$ cat config.mk
export PLATFORM = sky130hd
export DESIGN_NAME = param_updown_counter
export DESIGN_NICKNAME = d
export VERILOG_FILES = /design/src/rtl/param_updown_counter.sv
export SDC_FILE = /design/constraint.sdc
export NUM_CORES = 1
export LEC_CHECK = 0
export ABC_AREA = 1
export CAP_MARGIN = 20
export CORE_AREA = 2 2 39 41
export CTS_CLUSTER_SIZE = 40
export DETAILED_ROUTE_END_ITERATION = 8
export DIE_AREA = 0 0 41 43
export MAX_ROUTING_LAYER = met4
export PLACE_DENSITY = 0.66
export SLEW_MARGIN = 5
export SYNTH_ARGS = -nofsm -noshare
export SYNTH_HDL_FRONTEND = slang
export SYNTH_SLANG_ARGS = --single-unit
$ cat constraint.sdc
create_clock -name clk -period 2.55 [get_ports clk]
set_input_delay 0.51 -clock clk [delete_from_list [all_inputs] [get_ports clk]]
set_output_delay 0.51 -clock clk [all_outputs]
set_load 0.005 [all_outputs]
$ cat src/rtl/param_updown_counter.sv
// param_updown_counter: parametrised up/down counter with wrap or saturate mode, tc and wrap flags.
// Define COUNTER_LOAD_EN to add the synchronous clamped parallel load (load, load_val).
module param_updown_counter #(
  parameter int WIDTH    = 4,
  parameter int MODULUS  = 16,
  parameter int SATURATE = 0
) (
  input  logic             clk,
  input  logic             reset_n,
  input  logic             t,
  input  logic             up,
  input  logic             down,
`ifdef COUNTER_LOAD_EN
  input  logic             load,
  input  logic [WIDTH-1:0] load_val,
`endif
  output logic [WIDTH-1:0] q,
  output logic             tc,
  output logic             wrap,
  output logic             dir
);
  localparam logic [WIDTH-1:0] MAX = WIDTH'(MODULUS - 1);
  logic [WIDTH-1:0] r_q;
  logic             r_wrap;
  logic             r_dir;
  logic             w_load;
  logic [WIDTH-1:0] w_load_val;
  logic             w_up;
  logic             w_dn;
  logic             w_at_max;
  logic             w_at_zero;
`ifdef COUNTER_LOAD_EN
  assign w_load     = load;
  assign w_load_val = load_val;
`else
  assign w_load     = 1'b0;
  assign w_load_val = '0;
`endif
  // up and down together is a hold, not an up step
  assign w_up      = t & up & ~down;
  assign w_dn      = t & down & ~up;
  assign w_at_max  = r_q == MAX;
  assign w_at_zero = r_q == '0;
  assign tc   = reset_n & ~w_load & ((w_up & w_at_max) | (w_dn & w_at_zero));
  assign q    = r_q;
  assign wrap = r_wrap;
  assign dir  = r_dir;
  always_ff @(posedge clk) begin
    if (!reset_n) begin
      r_q    <= '0;
      r_wrap <= 1'b0;
      r_dir  <= 1'b1;
    end else if (w_load) begin
      r_q    <= (w_load_val > MAX) ? MAX : w_load_val;
      r_wrap <= 1'b0;
    end else if (w_up) begin
      r_q    <= w_at_max ? ((SATURATE != 0) ? r_q : '0) : r_q + 1'b1;
      r_wrap <= w_at_max;
      r_dir  <= 1'b1;
    end else if (w_dn) begin
      r_q    <= w_at_zero ? ((SATURATE != 0) ? r_q : MAX) : r_q - 1'b1;
      r_wrap <= w_at_zero;
      r_dir  <= 1'b0;
    end else begin
      r_wrap <= 1'b0;
    end
  end
endmodule

## Word-level counts from Yosys, hierarchy flattened

Cells that the tools add are included.

| storage, ports and cells | value |
|---|---|
| logic and storage cells | 26 |
| register bits after elaboration | 6 |
| output and inout bits | 7 |
| bits of input ports | 5 |

| operators by class | value |
|---|---|
| bitwise logic cells | 11 |
| add/subtract/negate cells | 2 |
| equality and inequality tests | 1 |
| reduce and logical (&&, ||, !) cells | 3 |
| muxes and demuxes | 6 |

Operators with widths:

| operator | number |
|---|---|
| 4-bit two-way mux | 4 |
| 1-bit AND | 7 |
| 4-bit by 1-bit adder with 4-bit output (second input constant) | 1 |
| 4-bit equality test (second input constant) | 1 |
| 4-bit zero test | 1 |
| 4-bit by 1-bit subtractor with 4-bit output (second input constant) | 1 |
| 1-bit inverter | 3 |
| 1-bit two-way mux | 2 |
| 2-bit nonzero test | 1 |
| 2-bit OR reduction | 1 |
| 1-bit OR | 1 |

## Longest topological paths before layout

| depth | value |
|---|---|
| depth after elaboration | 5 |
| mapped depth | 8 |
| depth with buffers taken out | 8 |

## Least setup slack after synthesis

No wires, ideal clock.

| timing | value |
|---|---|
| kind | register -> output |
| from | register r_q[0] (netlist: q[0]) |
| to | output tc |
| data arrival time | 1.077 ns |
| path buffers | 0 |
| slack | 0.963 ns |
| cell stages (with the launch flop) | 7 |
| data required time | 2.040 ns |
| cell sequence | dfxtp_1 inv_1 ha_1 nand2_1 nor2_1 a22oi_1 nor2_1 |

| on the way | value |
|---|---|
| word-level cells in the longest chain between the ends | 4 |
| elaborated cells between the ends (all ways) | 6 |
| those cells by class | eq/ne: 1; bitwise: 4; reduce/logical: 1 |

RTL lines:

| item | RTL line | text |
|---|---|---|
| start, declared | 23 | `logic [WIDTH-1:0] r_q;` |
| start signal, assigned | 54 | `r_q <= (w_load_val > MAX) ? MAX : w_load_val;` |
| start signal, assigned | 57 | `r_q <= w_at_max ? ((SATURATE != 0) ? r_q : '0) : r_q + 1'b1;` |
| start signal, assigned | 61 | `r_q <= w_at_zero ? ((SATURATE != 0) ? r_q : MAX) : r_q - 1'b1;` |
| 4-bit equality test or 4-bit zero test (tied branches) | 42, 43 |  |
| 1-bit AND | 44 | `assign tc = reset_n & ~w_load & ((w_up & w_at_max) \| (w_dn & w_at_zero));` |
| 1-bit OR * | 44 |  |
| 1-bit AND * | 44 |  |
| end, declared | 18 | `output logic tc,` |

Mark *: on every way between the ends. The rest lies on a longest branch, timed or not.

## Final worst setup path

| timing | value |
|---|---|
| from | input up |
| to | output tc |

| on the way | value |
|---|---|
| word-level cells in the longest chain between the ends | 5 |
| elaborated cells between the ends (all ways) | 8 |
| those cells by class | bitwise: 8 |

RTL lines:

| item | RTL line | text |
|---|---|---|
| start, declared | 11 | `input logic up,` |
| 1-bit AND or 1-bit inverter (tied branches) | 40, 41 |  |
| 1-bit AND (on tied branches) | 40, 41 |  |
| 1-bit AND | 44 |  |
| 1-bit OR * | 44 |  |
| 1-bit AND * | 44 |  |

Marked as above.

==> results.txt <==
largest net degree at the start of global routing = 9
Cells after Synth = 63
hold slack = 0.468 ns
Total GRT Usage = 12.3%
CP max stage delay = 0.50 ns
Peak VDD IR = 0.201 mV
die area = 1760 um2
initial DRC count = 10
Worst-path clk slew = 0.04 ns
clk_lat worst skew = 0.24 ns
CP Class = input port to primary output
Most common cell on crit path = clkdlybuf4s50_1
total CTS buffers = 3
# IOs = 12
top sig layer = met3
Die Wd = 41 um
total negative slack = 0 ns
sequential area share after synthesis = 28.2%
Root Driver = clkbuf_4
r2r setup slk = 1.19 ns
final worst slack = 0.0905 ns
Hold WC Path Type = flop to flop
Core Region = 1380 um2
dpl hpwl = 730 um
Post-Syn Area per Cell = 6.77 um2
flop and latch count out of synthesis = 6
reg2reg end = q[0]
Compound-Gate Fraction of Synth Area = 11.7%
Synth area leader = dfxtp_1
final instance area = 612 um2
M1 WL = 392 um
final wirelength = 916 um
vias per cell = 4.59
synth unique cells = 19
Port Buffers = 11
fin. max-slew vios = 0
Synth Area in Adders = 5.87%
DP Area = 587 um2
CP arrival = 1.95 ns
cell area after synthesis = 427 um2
pwr dens = 437 nW/um2
Die H = 43 um
Finish-stage setup viols = 0
Clock Sinks = 6
Initial Util = 30.8%
average wire per standard cell = 9.44 um
Slew HR = 83.6%
number of global-route vias before repair = 362
Crit. End Element = primary output
post-synthesis mux area share = 0%
CP Cell Sequence = clkdlybuf4s50_1, nor2_4, nand2_4, inv_2, a22oi_1, nor2_1, clkdlybuf4s50_1
Area Overhead vs Synth = 43.4%
reg-to-reg startpoint = q[0]
status = completed
routability cong. = 0.788
wire length of the first global-routing pass = 1.39 mm
top cells by area, synth = dfxtp_1, inv_1, nand2_1, nand3_1, nor2_1
initial antenna violation count = 0
final period utilization = 96.5%
WL met2 = 470 um
Post-Synth XOR/XNOR Area = 0%
top cell type's share of synthesized area = 28.2%
largest family of logic cells by synthesized area = simple AND/OR/NAND/NOR gates
cts repair resizes = 0
# Post-CTS Setup Buffers = 0
RSZ-0062 raised after global routing = no
CTS tree = yes
post-synth net total = 70
critical path's slowest cell = clkdlybuf4s50_1
layout cells sized above 1 = 21.0%
First-pass DRT Iterations = 4
Hold Vio Cnt, Final = 0
final antenna-violating net count = 0
critical path peak fanout = 2
met3 WL post-DR = 54 um
Worst Skew = 0.00146 ns
synth warn = 0
vias = 445
Max Cap Viol = 0
Hold Path End = dir
Critical Path RT = 2.04 ns
worst slew pin tran = 0.246 ns
GRT overflow = 0
simple-gate share of the synthesized area = 42.8%
min-delay src = dir
critical path launch point type = input port
CTS Buffer Depth = 2
Setup WS pre-CTS = 0.0293 ns
Min Clock Period, post-route = 2.46 ns
fin nets = 90
std cell rows = 14
fmax = 0.407 GHz
H-tree lvl count = 1
CTS Hold Bufs = 0
Residual DRC = 0
Pleak = 0.321 nW
Hold Path Cell Cnt = 2
Antenna diodes = 0
Reg2Reg Depth = 8
## per-layer routing
layer	track usage (%)	up-vias
met5	-	-
met4	12.0	0
met3	1.57	0
met2	17.2	13
met1	13.9	193
li1	-	239
## where the power goes
group / internal [mW] / switching [mW]
clock: 0.0532 / 0.0345
sequential: 0.100 / 0.00777
combinational: 0.0364 / 0.0353
## sequential cells by signal (all words and copies together), names as in the netlist
| name | count |
|---|---|
| wrap | 1 |
| q | 4 |
| dir | 1 |
## logic make-up after synthesis
kind of cell               Yosys count
DFF                                  6
AOI/OAI and AO/OA                    9
and+or+nand+nor                     33
adders and majority gates            2
buffers and inverters               13
## cell usage after synthesis
master	number
ha_1	2
dfxtp_1	6
nand3_2	1
nand2_4	1
nand4_1	2
a22oi_1	1
o21ai_1	2
inv_1	10
nor2_4	1
o21ai_0	3
a21oi_1	2
nand2_1	9
nor2_1	8
inv_2	3
nand3_4	1
nand2_2	3
o21bai_1	1
nand3_1	6
nand3b_1	1
## worst max-delay path by stage
stage / slack, ns / to / startpoint / cells past startpoint
5_1_grt: 0.01 / tc / down / 7
3_5_place_dp: 0.03 / tc / t / 8
2_1_floorplan: 0.96 / tc / q[0] / 6
3_3_place_gp: 0.05 / tc / t / 8
6_report: 0.09 / tc / up / 7
4_1_cts: 0.03 / tc / t / 8
## layout by cell type, fill, tap and decap left out, types with 2 or more instances in the layout
master           synthesis  layout
clkbuf_4                 0       3
nand3_1                  6       6
o21ai_1                  2       2
nand4_1                  2       2
o21ai_0                  3       3
clkdlybuf4s50_1          0      10
a21oi_1                  2       2
inv_2                    3       3
buf_4                    0       4
nand2_1                  9       9
dfxtp_1                  6       6
inv_1                   10      10
nor2_1                   8       8
nand2_2                  3       3
ha_1                     2       2
## worst max-delay path, delay by kind of cell
kind / cells / cell delay (ns)
simple gates: 3 / 0.31
compound gates: 1 / 0.08
buf+inv: 3 / 1.06
## per-stage QoR
stage,util (%),std cells,power [mW]
floorplan,-,63,0.148
global placement,42.4,94,0.181
detailed placement,42.4,94,0.181
CTS,44.0,97,0.273
global route,44.2,97,0.286
finish,44.2,97,0.268
## final cells by class
class                   instances  area (um2)
repair buffers                 15         143
well taps                      16        20.0
multi-input cells              44         258
fillers                       147         772
clock buffers                   3        22.5
inverters                      13        48.8
flip-flops and latches          6         120
Power figures use the tool's default switching activity.
==> RTL change 1, RTL diff (same settings) <==
The parameter `SATURATE` goes from 0 to 1.
--- a/src/rtl/param_updown_counter.sv
+++ b/src/rtl/param_updown_counter.sv
@@ -3,7 +3,7 @@
 module param_updown_counter #(
   parameter int WIDTH    = 4,
   parameter int MODULUS  = 16,
-  parameter int SATURATE = 0
+  parameter int SATURATE = 1
 ) (
   input  logic             clk,
   input  logic             reset_n,
Behaviour: not the same (Yosys sat finds a counterexample within 4 cycles, from zero or initial values and one cycle with reset_n low).
==> RTL change 1 against the unedited design <==
Synthesized area shrank 4.7%. Total power grew 1.8%. Largest cell class unchanged. Hold slack improved by 0.033 ns. Via count shrank 7.0%. Register-to-register slack worse by 0.05 ns. Routed wire length decreased by 5.2%. Sequential cell count unchanged. Setup slack better by 0.32 ns. Clock power shrank 5.7%. Count of clock-buffer cells in the layout is the same. Design area shrank 5.7%.
==> RTL change 1: results (changes against the unedited design) <==
run status finished, final reports clean; initial drt markers 9 (-1); Root Driver clkbuf_4; vias 414 (-7.0%); Synth area leaders dfxtp_1, nand2_1, nor2_1; Min-Delay Path Depth 2 (unchanged); critical-path maximum fanout 6 (+4); Rel. slew slack 82.2% (-1.4 points); first-pass GRT wire length 1.40 mm (+1.0%); Reg2Reg Depth 7 (-1); Syn Nets 67 (-4.3%); dpl hpwl 731 um (+0.25%); CP max stage delay 0.52 ns (+0.02 ns); Critical R2R Launch q[2]; # diodes 0 (unchanged); Max VDD drop 0.000347 V (+72%); RePlAce Congestion 0.713 (-9.6%); Netlist cell types 18 (-1); Clock Path Buffers 2 (unchanged); layout net count 85 (-5.6%); R2R Setup Slk 1.14 ns (-0.05 ns); Setup Skew 0.00182 ns (+0.000358 ns); Static Leak 0.276 nW (-14%); IO buf count 11 (unchanged); largest net degree at the start of global routing 8 (-1); worst r2r dst q[3]; number of global-route vias before repair 380 (+5.0%); GRT Resource Usage Total 12.4% (+0.10 points); Synth top cells by count nand2_1, nor2_1, dfxtp_1, inv_1, a21oi_1; sequential cell area fraction in the yosys report 29.5% (+1.4 points)
[RTL change 1: changes by cell type in the layout (fill, tap and decap cells not counted), sizes merged, moves of 2 or more]
cell and delta:
nand2 +6, nand4 -2, buf -2, a21oi +4, nand3 -5, inv -6
[RTL change 1: per-stage QoR]
stage | setup slack [ns] | cell area [sq um] | cells | hold slack, ns | utilization, %
2_1_floorplan | 0.813 | 407 | 59 | 0.499 | -
3_3_place_gp | 0.0741 | 552 | 88 | 0.509 | 39.9
3_5_place_dp | 0.0584 | 552 | 88 | 0.496 | 39.9
4_1_cts | 0.0487 | 574 | 91 | 0.505 | 41.5
5_1_grt | 0.306 | 577 | 91 | 0.571 | 41.7
6_report | 0.410 | 577 | 91 | 0.501 | 41.7
[RTL change 1: cell families after synthesis]
group | synth area share (%)
AOI/OAI and AO/OA | 14.2
xor gates and xnor gates | 2.15
adders and majority gates | 11.1
buffers and inverters | 6.46
DFF | 29.5
and+or+nand+nor | 36.6
[RTL change 1: power by group]
| group | leakage (nW) | internal (W) | switching [W] |
|---|---|---|---|
| Clock | 0.0138 | 0.0000529 | 0.0000298 |
| Combinational | 0.213 | 0.0000413 | 0.0000370 |
| Sequential | 0.0492 | 0.000101 | 0.0000102 |
[RTL change 1: routing by layer]
layer | vias to the layer above | GRT usage [%] | wire [um]
met4 | 0 | 2.00 | 0
met3 | 0 | 9.42 | 87
met2 | 12 | 18.4 | 426
met5 | - | - | 0
li1 | 221 | - | -
met1 | 181 | 12.9 | 354
[RTL change 1: area by class of cell]
class / instances / area (sq um)
clock buffer: 3 / 22.5
inverter: 7 / 26.3
tap: 16 / 20.0
multi-input combinational: 46 / 260
fill: 152 / 807
sequential: 6 / 120
timing repair buffer: 13 / 128
[RTL change 1: how the worst max path moves through the flow]
stage | startpoint | end
2_1_floorplan | down | q[3]
3_3_place_gp | t | tc
3_5_place_dp | up | tc
4_1_cts | up | tc
5_1_grt | up | q[3]
6_report | up | q[3]
[RTL change 1: timing repair]
| action | CTS | global route |
|---|---|---|
| setup endpoints to repair | 0 | 1 |
| hold buffers | 0 | 0 |
| gates resized for setup | 0 | 1 |
| buffers inserted | 0 | 0 |
[RTL change 1: worst register-to-register path, delay by kind of cell, from the launching register on]
| family | cells | cell delay [ns] |
|---|---|---|
| flops | 1 | 0.40 |
| fa+ha+maj | 1 | 0.28 |
| simple gates | 5 | 0.56 |
| compound gates | 1 | 0.11 |
==> RTL change 2, RTL diff (same settings) <==
Without the edit above. Add an input register stage for `t`, `up` and `down`, without a reset; this delays them by one clock.
--- a/src/rtl/param_updown_counter.sv
+++ b/src/rtl/param_updown_counter.sv
@@ -20,6 +20,17 @@
   output logic             dir
 );
   localparam logic [WIDTH-1:0] MAX = WIDTH'(MODULUS - 1);
+
+  logic t_q;
+  logic up_q;
+  logic down_q;
+
+  always_ff @(posedge clk) begin
+    t_q    <= t;
+    up_q   <= up;
+    down_q <= down;
+  end
+
   logic [WIDTH-1:0] r_q;
   logic             r_wrap;
   logic             r_dir;
@@ -37,8 +48,8 @@
   assign w_load_val = '0;
 `endif
   // up and down together is a hold, not an up step
-  assign w_up      = t & up & ~down;
-  assign w_dn      = t & down & ~up;
+  assign w_up      = t_q & up_q & ~down_q;
+  assign w_dn      = t_q & down_q & ~up_q;
   assign w_at_max  = r_q == MAX;
   assign w_at_zero = r_q == '0;
   assign tc   = reset_n & ~w_load & ((w_up & w_at_max) | (w_dn & w_at_zero));
Behaviour: not the same (a bounded check fails within 4 cycles, from zero or initial values and one cycle with reset_n low).
==> RTL change 2 against the unedited design <==
Sequential share of layout area rose by 8.3 points. Hold slack improved by 0.013 ns. Sequential cell count rose by 3. Synthesized cell count rose by 4.8%. Total power rose by 26%. Non-clock buffer count fell by 4. Synthesized area rose by 14%. Design area rose by 5.3%. Routed wire length rose by 1.6%. Via count rose by 2.2%. Cell count did not move. First-iteration DRC count rose by 80%. Setup slack improved by 0.063 ns. Largest cell class unchanged. Highest routed layer is now met4.
==> RTL change 2: results (changes against the unedited design) <==
Syn Nets 73 (+4.3%); clock slew at reported path FFs 0.06 ns (+0.02 ns); Synth warnings 0 (unchanged); sequential cell area fraction in the yosys report 37.0% (+8.9 points); DR WL/cell 9.60 um (+1.6%); routed length on met3 28 um (-48%); RePlAce Congestion 0.799 (+1.3%); placed insts 93 (-1.1%); slew at the pin closest to its max-slew limit 0.252 ns (+0.00628 ns); IO buf count 11 (unchanged); Clk Latency, worst-skew pair 0.26 ns (+0.02 ns); Post-Route M1 WL 428 um (+9.2%); antenna violations before repair 0 (unchanged); CP startpoint kind flop; Avg Synthesized Cell Area 7.37 sq um (+8.9%); final worst-path cycle share 94.0% (-2.5 points); hold_sp dir; dpl hpwl 727 um (-0.42%); wire length on met2 438 um (-6.8%); pre-CTS setup slack 0.295 ns (+0.266 ns); vias 455 (+2.2%); share of layout cells above drive strength 1 17.3% (-3.7 points); Setup Skew 0.000532 ns (-0.000925 ns); Area after DPL 617 sq um (+5.1%); Critical Path Source q[0]; H-tree Lvls 1 (unchanged); Max VDD drop 0.000288 V (+43%); Synth top cells by count inv_1, dfxtp_1, nand2_1; run status finished, final reports clean; CP max stage delay 0.44 ns (-0.06 ns); fillers 134 (-8.8%); CP arrival 1.89 ns (-0.06 ns); Static Leak 0.322 nW (+0.41%); uppermost layer routed met4; initial drt markers 18 (+8); critical-path maximum fanout 6 (+4); GRT Resource Usage Total 14.3% (+2.0 points); layout net count 89 (-1.1%); cts repair resizes 0 (unchanged); Synth area leaders dfxtp_1, inv_1, nand2_1; first-pass GRT wire length 1.63 mm (+17%); Primary FF master, synth dfxtp_1; number of global-route vias before repair 428 (+18%); post-CTS setup buffers 0 (unchanged)
-- RTL change 2: power by group --
part | leakage [nW] | total [W] | internal (W) | switching, W
Combinational | 0.230 | 0.0000645 | 0.0000331 | 0.0000314
Sequential | 0.0745 | 0.000160 | 0.000149 | 0.0000109
Clock | 0.0177 | 0.000113 | 0.0000580 | 0.0000547
Total | 0.322 | 0.000337 | 0.000240 | 0.0000970
-- RTL change 2: cell families after synthesis --
| logic type | synth area share (%) |
|---|---|
| AO/OA/AOI/OAI | 10.3 |
| adder cells (fa/ha/maj) | 5.14 |
| buffers and inverters | 10.0 |
| flip-flops | 37.0 |
| AND/OR/NAND/NOR | 37.5 |
-- RTL change 2: layer usage --
metal / up-vias / global-route usage (%)
met5: - / -
met4: 0 / 12.0
met3: 4 / 3.14
met2: 11 / 19.7
met1: 197 / 16.6
li1: 243 / -
-- RTL change 2: area by class of cell --
cell class | instances | area (sq um) | area share [%]
Timing Repair Buffer | 11 | 110 | 17.1
Multi-Input combinational cell | 44 | 258 | 40.0
Inverter | 13 | 48.8 | 7.57
Clock buffer | 3 | 22.5 | 3.50
Sequential cell | 9 | 180 | 28.0
Clock inverter | 1 | 5.00 | 0.777
Tap cell | 16 | 20.0 | 3.11
-- RTL change 2: metrics by stage --
stage,util [%],power [W],hold slack [ns]
3_5_place_dp,44.6,0.000228,0.466
2_1_floorplan,-,0.000201,0.452
3_3_place_gp,44.6,0.000228,0.468
6_report,46.6,0.000337,0.482
5_1_grt,46.6,0.000358,0.532
4_1_cts,46.6,0.000341,0.491
-- RTL change 2: critical path: cells and delay by family, from the launching register on --
family | cells | cell delay (ns)
AOI/OAI and AO/OA | 1 | 0.21
DFF | 1 | 0.40
buffers and inverters | 2 | 0.57
and+or+nand+nor | 3 | 0.19
adders and majority gates | 1 | 0.25
